### src/rtl/pio_pkg.sv
// Shared definitions for the PIO loader: action codes, config entry layout, FSM states.
// Latency: n/a (package only).
// Backpressure: n/a (package only).
package pio_pkg;

  // Action codes understood by the pio block.
  localparam logic [3:0] ACT_NONE  = 4'd0;
  localparam logic [3:0] ACT_INSTR = 4'd1;
  localparam logic [3:0] ACT_PUSH  = 4'd4;
  localparam logic [3:0] ACT_PULL  = 4'd5;

  // Config ROM entry layout: [37:36] mindex, [35:32] action, [31:0] data.
  localparam int CONF_W         = 38;
  localparam int CONF_MINDEX_HI = 37;
  localparam int CONF_MINDEX_LO = 36;
  localparam int CONF_ACTION_HI = 35;
  localparam int CONF_ACTION_LO = 32;
  localparam int CONF_DATA_HI   = 31;
  localparam int CONF_DATA_LO   = 0;

  // Packed view of one config entry; field order matches the offsets above.
  typedef struct packed {
    logic [1:0]  mindex;
    logic [3:0]  action;
    logic [31:0] data;
  } conf_entry_t;

  // Loader sequence: program load, config replay, then run mode.
  typedef enum logic [1:0] {
    PROG = 2'd0,
    CONF = 2'd1,
    RUN  = 2'd2
  } loader_state_t;

endpackage

### src/rtl/pio_loader.sv
// Sequencer in front of the pio block: loads instruction memory, replays config, then forwards pushes.
// Latency: ROM words reach the pio bus 2 cycles after their address; accepted push/pull drives the bus 1 cycle later.
// Backpressure: push_ready drops while the target TX FIFO is full and for one cooldown cycle after each accept.
//
// Optional feature: define PIO_LOADER_PULL_EN to add the RX pull handshake
// (pull_req, pull_mindex, pull_ready, pull_valid, pull_data).
//
// Ports:
//   clk, reset                 clock, synchronous active-high reset
//   prog_addr / prog_data      program ROM read port (sync ROM, 1-cycle latency)
//   conf_addr / conf_data      config ROM read port (sync ROM, 1-cycle latency)
//   pio_din/index/action/mindex registered command bus into the pio block
//   full, empty, pio_dout      status and read data from the pio block
//   push_valid/ready/data/mindex user push handshake (run mode only)
//   loaded                     high from entry into run mode until reset
module pio_loader
  import pio_pkg::*;
#(
  parameter int PROG_LEN = 32,
  parameter int CONF_LEN = 11
) (
  input  logic        clk,
  input  logic        reset,
  output logic [4:0]  prog_addr,
  input  logic [15:0] prog_data,
  output logic [4:0]  conf_addr,
  input  logic [37:0] conf_data,
  output logic [31:0] pio_din,
  output logic [4:0]  pio_index,
  output logic [3:0]  pio_action,
  output logic [1:0]  pio_mindex,
  input  logic [3:0]  full,
  input  logic [3:0]  empty,
  input  logic [31:0] pio_dout,
  input  logic        push_valid,
  output logic        push_ready,
  input  logic [31:0] push_data,
  input  logic [1:0]  push_mindex,
  output logic        loaded
`ifdef PIO_LOADER_PULL_EN
  ,
  input  logic        pull_req,
  input  logic [1:0]  pull_mindex,
  output logic        pull_ready,
  output logic        pull_valid,
  output logic [31:0] pull_data
`endif
);

  localparam logic [4:0] PROG_LAST = 5'(PROG_LEN - 1);
  localparam logic [4:0] CONF_LAST = 5'(CONF_LEN - 1);

  loader_state_t state;

  // ROM read tracking: the address issued this cycle returns data next cycle,
  // so these flags mark which ROM (if any) holds a word to forward now.
  logic        pend_prog;
  logic [4:0]  pend_idx;
  logic        pend_conf;
  logic        pend_conf_last;
  logic        conf_issued;   // all config addresses issued, waiting for drain
  logic        last_wr;       // final config write is on the bus this cycle

  logic        cooldown;      // one dead cycle after any accepted transfer
  logic        run;
  logic        push_acc;
  logic        accept;

  conf_entry_t conf_entry;

  assign conf_entry = conf_data;
  assign run        = (state == RUN);

  // Ready depends only on state and the pio flags, never on push_valid.
  assign push_ready = run & ~full[push_mindex] & ~cooldown;
  assign push_acc   = push_valid & push_ready;

`ifdef PIO_LOADER_PULL_EN
  logic pull_acc;
  logic pull_pend;          // pull action is on the bus; pio_dout valid at its end

  // Push wins a same-cycle contest, so pull yields to an accepted push.
  assign pull_ready = run & ~empty[pull_mindex] & ~cooldown & ~push_acc;
  assign pull_acc   = pull_req & pull_ready;
  assign accept     = push_acc | pull_acc;
`else
  logic unused_pull_inputs;
  assign unused_pull_inputs = ^{empty, pio_dout};
  assign accept             = push_acc;
`endif

  always_ff @(posedge clk) begin
    if (reset) begin
      state          <= PROG;
      prog_addr      <= '0;
      conf_addr      <= '0;
      pio_din        <= '0;
      pio_index      <= '0;
      pio_action     <= ACT_NONE;
      pio_mindex     <= '0;
      loaded         <= 1'b0;
      pend_prog      <= 1'b0;
      pend_idx       <= '0;
      pend_conf      <= 1'b0;
      pend_conf_last <= 1'b0;
      conf_issued    <= 1'b0;
      last_wr        <= 1'b0;
      cooldown       <= 1'b0;
`ifdef PIO_LOADER_PULL_EN
      pull_pend      <= 1'b0;
      pull_valid     <= 1'b0;
      pull_data      <= '0;
`endif
    end else begin
      // Every bus command is a single-cycle pulse.
      pio_action <= ACT_NONE;
      pio_din    <= '0;
      pio_index  <= '0;
      pio_mindex <= '0;
      pend_prog  <= 1'b0;
      pend_conf  <= 1'b0;
      last_wr    <= 1'b0;
      cooldown   <= 1'b0;
`ifdef PIO_LOADER_PULL_EN
      pull_pend  <= 1'b0;
      pull_valid <= 1'b0;
`endif

      case (state)
        PROG: begin
          pend_prog <= 1'b1;
          pend_idx  <= prog_addr;
          if (prog_addr == PROG_LAST) begin
            state <= CONF;
          end else begin
            prog_addr <= prog_addr + 5'd1;
          end
        end

        CONF: begin
          if (!conf_issued) begin
            pend_conf      <= 1'b1;
            pend_conf_last <= (conf_addr == CONF_LAST);
            if (conf_addr == CONF_LAST) begin
              conf_issued <= 1'b1;
            end else begin
              conf_addr <= conf_addr + 5'd1;
            end
          end
          // Leave only once the last entry has actually been driven.
          if (last_wr) begin
            state  <= RUN;
            loaded <= 1'b1;
          end
        end

        RUN: begin
          cooldown <= accept;
          if (push_acc) begin
            pio_action <= ACT_PUSH;
            pio_din    <= push_data;
            pio_mindex <= push_mindex;
          end
`ifdef PIO_LOADER_PULL_EN
          else if (pull_acc) begin
            pio_action <= ACT_PULL;
            pio_mindex <= pull_mindex;
          end
          pull_pend <= pull_acc;
`endif
        end

        default: state <= PROG;
      endcase

      // Forward ROM words that arrived this cycle. The last program word
      // lands after the state has already moved to CONF.
      if (pend_prog) begin
        pio_action <= ACT_INSTR;
        pio_din    <= {16'b0, prog_data};
        pio_index  <= pend_idx;
        pio_mindex <= 2'd0;
      end

      // Config entries go out verbatim; an action of 0 is simply an idle slot.
      if (pend_conf) begin
        pio_action <= conf_entry.action;
        pio_din    <= conf_entry.data;
        pio_index  <= 5'd0;
        pio_mindex <= conf_entry.mindex;
        last_wr    <= pend_conf_last;
      end

`ifdef PIO_LOADER_PULL_EN
      // pio_dout answers the pull action during the cycle it is on the bus.
      if (pull_pend) begin
        pull_valid <= 1'b1;
        pull_data  <= pio_dout;
      end
`endif
    end
  end

endmodule
### config.mk
export PLATFORM = sky130hd
export DESIGN_NAME = pio_loader
export DESIGN_NICKNAME = d
export VERILOG_FILES = /design/src/rtl/pio_pkg.sv /design/src/rtl/pio_loader.sv
export SDC_FILE = /design/constraint.sdc
export NUM_CORES = 1
export LEC_CHECK = 0
export ABC_CLOCK_PERIOD_IN_PS = 2360
export CAP_MARGIN = 15
export CORE_MARGIN = 10
export CORE_UTILIZATION = 27
export DETAILED_ROUTE_END_ITERATION = 12
export HOLD_SLACK_MARGIN = 0.06
export PLACE_DENSITY = 0.69
export SLEW_MARGIN = 10
export SYNTH_ARGS = -nofsm -noshare
export SYNTH_HDL_FRONTEND = slang
export SYNTH_SLANG_ARGS = --single-unit
### constraint.sdc
create_clock -name clk -period 2.36 [get_ports clk]
set_clock_uncertainty 0.05 [all_clocks]
set_input_delay 0.354 -clock clk [delete_from_list [all_inputs] [get_ports clk]]
set_output_delay 0.354 -clock clk [all_outputs]
set_load 0.02 [all_outputs]
; Word-level counts from Yosys, hierarchy flattened
; Index checks and enable logic that the tools add are counted.
[totals]
regBits = 67
input_bits = 131
output_inout_bits = 55
word_cells = 67
[classes]
addsub = 2
n_lt_le_gt_ge = 1
eq_ne = 6
mux = 21
n_bitwise = 12
reduce_logical = 10
[ops]
columns = op, n
row1 = $mux 32, 4
row2 = $mux 2, 6
row3 = $add 5x1->5 const B, 2
row4 = $not 1->1, 9
row5 = $mux 4, 2
row6 = $mux 3, 2
row7 = $pmux 2 s3, 1
row8 = $reduce_and 2->1, 3
row9 = $reduce_and 3->1, 2
row10 = $reduce_or 2->1, 3
row11 = $eq 5x4->1 const B, 1
row12 = $eq 5x5->1 const B, 1
row13 = $mux 1, 5
row14 = $ne 2x2->1 const B, 2
row15 = $and 1x1->1, 3
row16 = $lt 2x3->1 const B, 1
row17 = $reduce_or 3->1, 1
row18 = $bmux 1 s2, 1
row19 = $eq 2x1->1 const B, 1
row20 = $eq 2x2->1 const B, 1
row21 = $logic_not 2->1, 1

; Logic depth before layout (Yosys ltp)
[logic_depth]
ltp_word = 10
mapped_depth = 6
depth_no_buf = 6

; Least setup slack after synthesis
; OpenSTA, ideal clock, no wires.
[synth_path]
path_kind = flip-flop to flip-flop
from = register prog_addr[0]
to = register prog_addr[3]
setup_time_ns = 0.070
arrival_ns = 1.806
t_required_ns = 2.240
path_slack_ns = 0.433
path_stages_with_launch = 7
n_path_buf = 0
synth_period_minus_slack_ns = 1.927
path_cell_list = dfxtp_1 ha_1 and3_1 ha_1 or3_1 or3_1 a21oi_1
[synth_via]
elab_chain_len = 3
word_cells_on_any_way = 4
cone_classes = add/sub: 1 / eq/ne: 1 / bitwise: 1 / reduce/logical: 1
[synth_lines]
columns = element, line_no
row1 = "start, declared", pio_loader.sv:24  ; output logic [4:0] prog_addr,
row2 = "start signal, assigned", pio_loader.sv:136  ; prog_addr <= prog_addr + 5'd1;
row3 = "parallel branches: the longest is 3 deep, another holds $add 5x1->5", --
; Parallel ways; which one is timed is not known.
; A chain may end at the register's enable or synchronous reset.

; Final worst setup path
[layout_path]
from = input port push_mindex[0]
to = output port push_ready
[layout_via]
elab_chain_len = 5
[layout_lines]
columns = element, line_no
row1 = "start, declared", pio_loader.sv:38  ; input logic [1:0] push_mindex,
row2 = $bmux 1 s2, pio_loader.sv:75  ; assign push_ready = run & ~full[push_mindex] & ~cooldown;
row3 = $mux 1 (not written as such), pio_loader.sv:75
row4 = $not 1->1, pio_loader.sv:75
row5 = $and 1x1->1 (2 in a row), pio_loader.sv:75
row6 = "end, declared", pio_loader.sv:36  ; output logic push_ready,
; No other way between the ends. The select of a mux whose other input is x is not followed.

==> results <==
- The flow ran to the end, and the final reports show no timing, DRC or antenna violations.
- The cell count of the worst reg-to-reg path is 6.
- The clock period minus final worst setup slack is around 2300 ps.
- The number of distinct library cells after synthesis is 34.
- The register bit total from synthesis is between 60 and 70.
- The total number of vias is 2,310.
- The cell class contributing the biggest share of worst-path delay is buffers and inverters.
- In the final design database the tool counted 515 nets.
- The via-per-instance ratio is around 4.7.
- The leading register cell type out of synthesis is dfxtp_1.
- For this run, the top clock speed supported by timing is 441.8 MHz.
- The max-slew violation total from the final report is 0.
- In this run the critical register-to-register path is captured at prog_addr[3]$_SDFFE_PP0P_.
- The tightest min-delay check is of the flip-flop to flip-flop type.
- The startpoint identified for the worst hold timing path is pend_conf_last$_SDFFE_PP0P_.
- The signal on the critical path passes through clkdlybuf4s50_1 > mux4_2 > nor3_2 > buf_2.
- The sum of net half-perimeters after detailed placement is about 6600 microns.
- The area occupied by registers is 0.001341 sq mm.
- The post-route antenna net violation count is 0.
- The end point of the most critical hold path is pend_conf_last$_SDFFE_PP0P_.
- The slowest cell on the critical path is mux4_2.
- The buffer and inverter count on the worst path is 2.
- The remaining global-route overflow is 0.
- In the final layout, the share of cells above drive strength 1 is 13.25%.
- The pin slew with the least headroom to its limit is 977.7 ps.
- The max-slew headroom at the worst pin is between 30 and 40%.
- Along the worst hold path, the cell count comes to 2.
- Counting every net in the synthesized netlist gives 361.
- The max-capacitance violation count is 0.
- Across all register-to-register paths, the minimum setup slack is 370 ps.
- The routed wire length is between 8000 and 9000 microns.
- The starting density of the core is 27.89%.
- The die extent in y is 115.4 microns.
- The cell area after synthesis is 0.002456 sq mm.
- Clock tree synthesis inserted a total of 9 buffers.
- The clock sink count is 67.
- The type of the worst setup path is input port to output pin.
- Dividing the detail-routed wire length by the instance count gives 17.42 microns.
- Across all hold checks on the routed design, the worst slack comes to 403.1 ps.
- Compared with the post-synthesis result, the final layout area differs by 73.56%.
- TritonCTS built the clock tree.
- 0 antenna diodes ended up in the layout.
- Global routing used 12.12% of the available tracks across all layers.
- STA puts the critical path data required time at 1960 ps.
- Setup violations remaining at the end of the flow were counted as 0.
- The number of fill cells is roughly 850.
- The total of buffers placed on input and output ports is 149.
- The initial antenna violation count came to 0.
- The hold-fix buffer count after cts is 0.
- The remaining routing DRC violations is 0.
- In this run the static leakage power is 1.591 nW.
- After the first detailed-routing iteration, the DRC count stood at 84.
- Of the available clock period, the critical path in the final layout requires 95.91%.
- In this run the critical register-to-register path is launched from prog_addr[0]$_SDFFE_PP0P_.
- The clock passes through at most 2 buffers.
- CTS built an H-tree with a depth of 3.
- Yosys mapped a number of flops with a built-in enable equal to 0.
- Once placement finished, the instance area stood at 0.004075 sq mm.
- The largest fanout on the critical path is 2.
- Data on the critical path arrives at its endpoint at 1860 ps.
- The clock insertion delay at the later pin of the skew report is 330 ps.
- Cells fill roughly half of the core in the end.
- The area of the die is 0.01331 sq mm.
- Sequential cells were found to cover roughly 55% of the synthesized design area.
- The number of rows created at floorplan is 34.
- The library cells used most frequently in the layout, excluding fill and tap cells, are 148 x clkdlybuf4s50_1, 67 x dfxtp_1, 16 x a22o_2, 16 x a22oi_1, 16 x o2bb2ai_1.
- After technology mapping, the gate count stands at approximately 230.
- Before antenna repair, the detailed router went through 4 iterations.
- The worst-case IR drop observed on VDD is 0.1939 mV.
- Entering global routing, the biggest net connects 41 pins.
- The core area is 0.008806 sq mm.
- The post-place setup slack is -443.5 ps.
- The hold violation count in the final report is 0.
- Clock-pin slew was measured on the worst setup and hold paths at 70 ps.
- 186 I/O pins were placed.
- During synthesis, Yosys emitted a total of 0 warnings.
- The sort of element at the end of the critical path is an output pin.
- At the end of routability-driven placement, the weighted congestion stood at 0.7278.
- Summing all multi-input logic gate instances after layout gives 0.001025 sq mm.
- The maximum cell stage delay along the critical path is 550 ps.
- Setup repair after global routing left no endpoint under its margin.
- The die is ~120 microns wide.
- The number of global-route vias before repair is 2,351.
- The sort of element at the start of the critical path is an input port.
- The clock tree root driver cell is clkbuf_8.
- Power spread over the standard cell area amounts to 541.2 mW/mm^2.
- The async set or reset register ratio after synthesis is 0%.
- The post-route standard cell area excluding fillers is 0.004263 sq mm.
- The average instance area after synthesis is 10.87 sq um.
- The critical path starts at push_mindex[0].
- The commonest non-fill, non-tap cell in the layout is clkdlybuf4s50_1.
- In the post-route analysis, the smallest setup slack over all paths is 96.48 ps.
- The first global-routing pass estimated 12,530 microns of wire.
Yosys cell counts, types with 2 or more instances:
library cell   n  area [sq um]
or3_1          4         25.02
nor3_1         3         15.01
ha_1           4         50.05
inv_1          2         7.510
a22o_2        16         160.2
and3_1         6         37.54
mux2_2         2         22.52
nor2_1        10         37.54
o2bb2ai_1     16         140.1
dfxtp_1       67          1341
and2_1         3         18.77
clkbuf_1      12         45.04
buf_6          4         45.04
a22o_1         3         26.28
nand4_1        2         12.51
nor2b_1        5         31.28
xnor2_1        2         17.52
a21oi_1       15         75.07
nand2_1       12         45.04
a22oi_1       16         120.1
o21ai_0        9         45.04
routing by layer:
layer	GRT usage [%]	wire length [microns]	vias up	part of all wire [%]
met1	12.83	3308	1076	39
met5	0	0	-	0
met2	21.09	4398	84	51
li1	-	-	1145	-
met3	5.885	834	5	9.7
met4	3.209	48	0	0.56
repair_timing:
item,in CTS,in global routing
setup buffers,0,0
hold endpoints to repair,0,0
endpoints found under the setup margin,1,0
gates resized for setup,6,0
through the flow:
| stage | cells | TNS, ps | power [mW] |
|---|---|---|---|
| global placement | 476 | -565.4 | 1.466 |
| CTS | 492 | 0 | 2.345 |
| floorplan | 226 | 0 | 1.256 |
| finish | 493 | 0 | 2.307 |
| detailed placement | 476 | -1545 | 1.472 |
| global route | 493 | 0 | 2.416 |
worst min-delay path: cells and delay by family (launching register included):
family / cells / cell delay, ps
AO/OA/AOI/OAI: 1 / 50
flip-flops: 1 / 310
AND/OR/NAND/NOR: 1 / 50
cell families (layout without fill, tap and decap cells):
family / count (synthesis) / after routing / synth area share [%]
muxes: 3 / 3 / 1.834
AOI/OAI and AO/OA: 77 / 77 / 23.79
xor gates and xnor gates: 2 / 2 / 0.7133
and+or+nand+nor: 55 / 55 / 13.04
buffers and inverters: 18 / 177 / 3.973
adders and majority gates: 4 / 4 / 2.038
DFF: 67 / 67 / 54.61
sequential cells by signal, summed over array words and instances, names as in the netlist:
register and cells:
state 2, pio_index 5, pend_conf 1, pend_conf_last 1, conf_addr 5, pio_mindex 2
prog_addr 5, pio_action 4, pend_idx 5, conf_issued 1, pio_din 32, loaded 1
cooldown 1, last_wr 1, pend_prog 1
area by class of cell:
cell class              instances  area share (%)
clock inverters                 4          0.5870
flip-flops and latches         67           31.46
inverters                       2          0.1761
repair buffers                159           36.92
well taps                     108           3.170
multi-input cells             141           24.04
clock buffers                  12           3.640
worst max-delay path by stage:
| stage | to | slack (ps) | depth (start not counted) |
|---|---|---|---|
| after floorplan | prog_addr[3]$_SDFFE_PP0P_ | 430 | 6 |
| after global placement | push_ready | -430 | 4 |
| after detailed placement | push_ready | -440 | 4 |
| after CTS | push_ready | 80 | 4 |
| after global routing | push_ready | 30 | 4 |
| final | push_ready | 100 | 4 |
report_power, final:
group	internal (mW)	leakage [nW]	switching [mW]	total [mW]
clock	0.435	0.0884	0.427	0.862
combinational	0.192	0.959	0.0889	0.281
sequential	1.15	0.544	0.0127	1.16
total	1.78	1.59	0.528	2.31
Power figures use the tool's default switching activity.
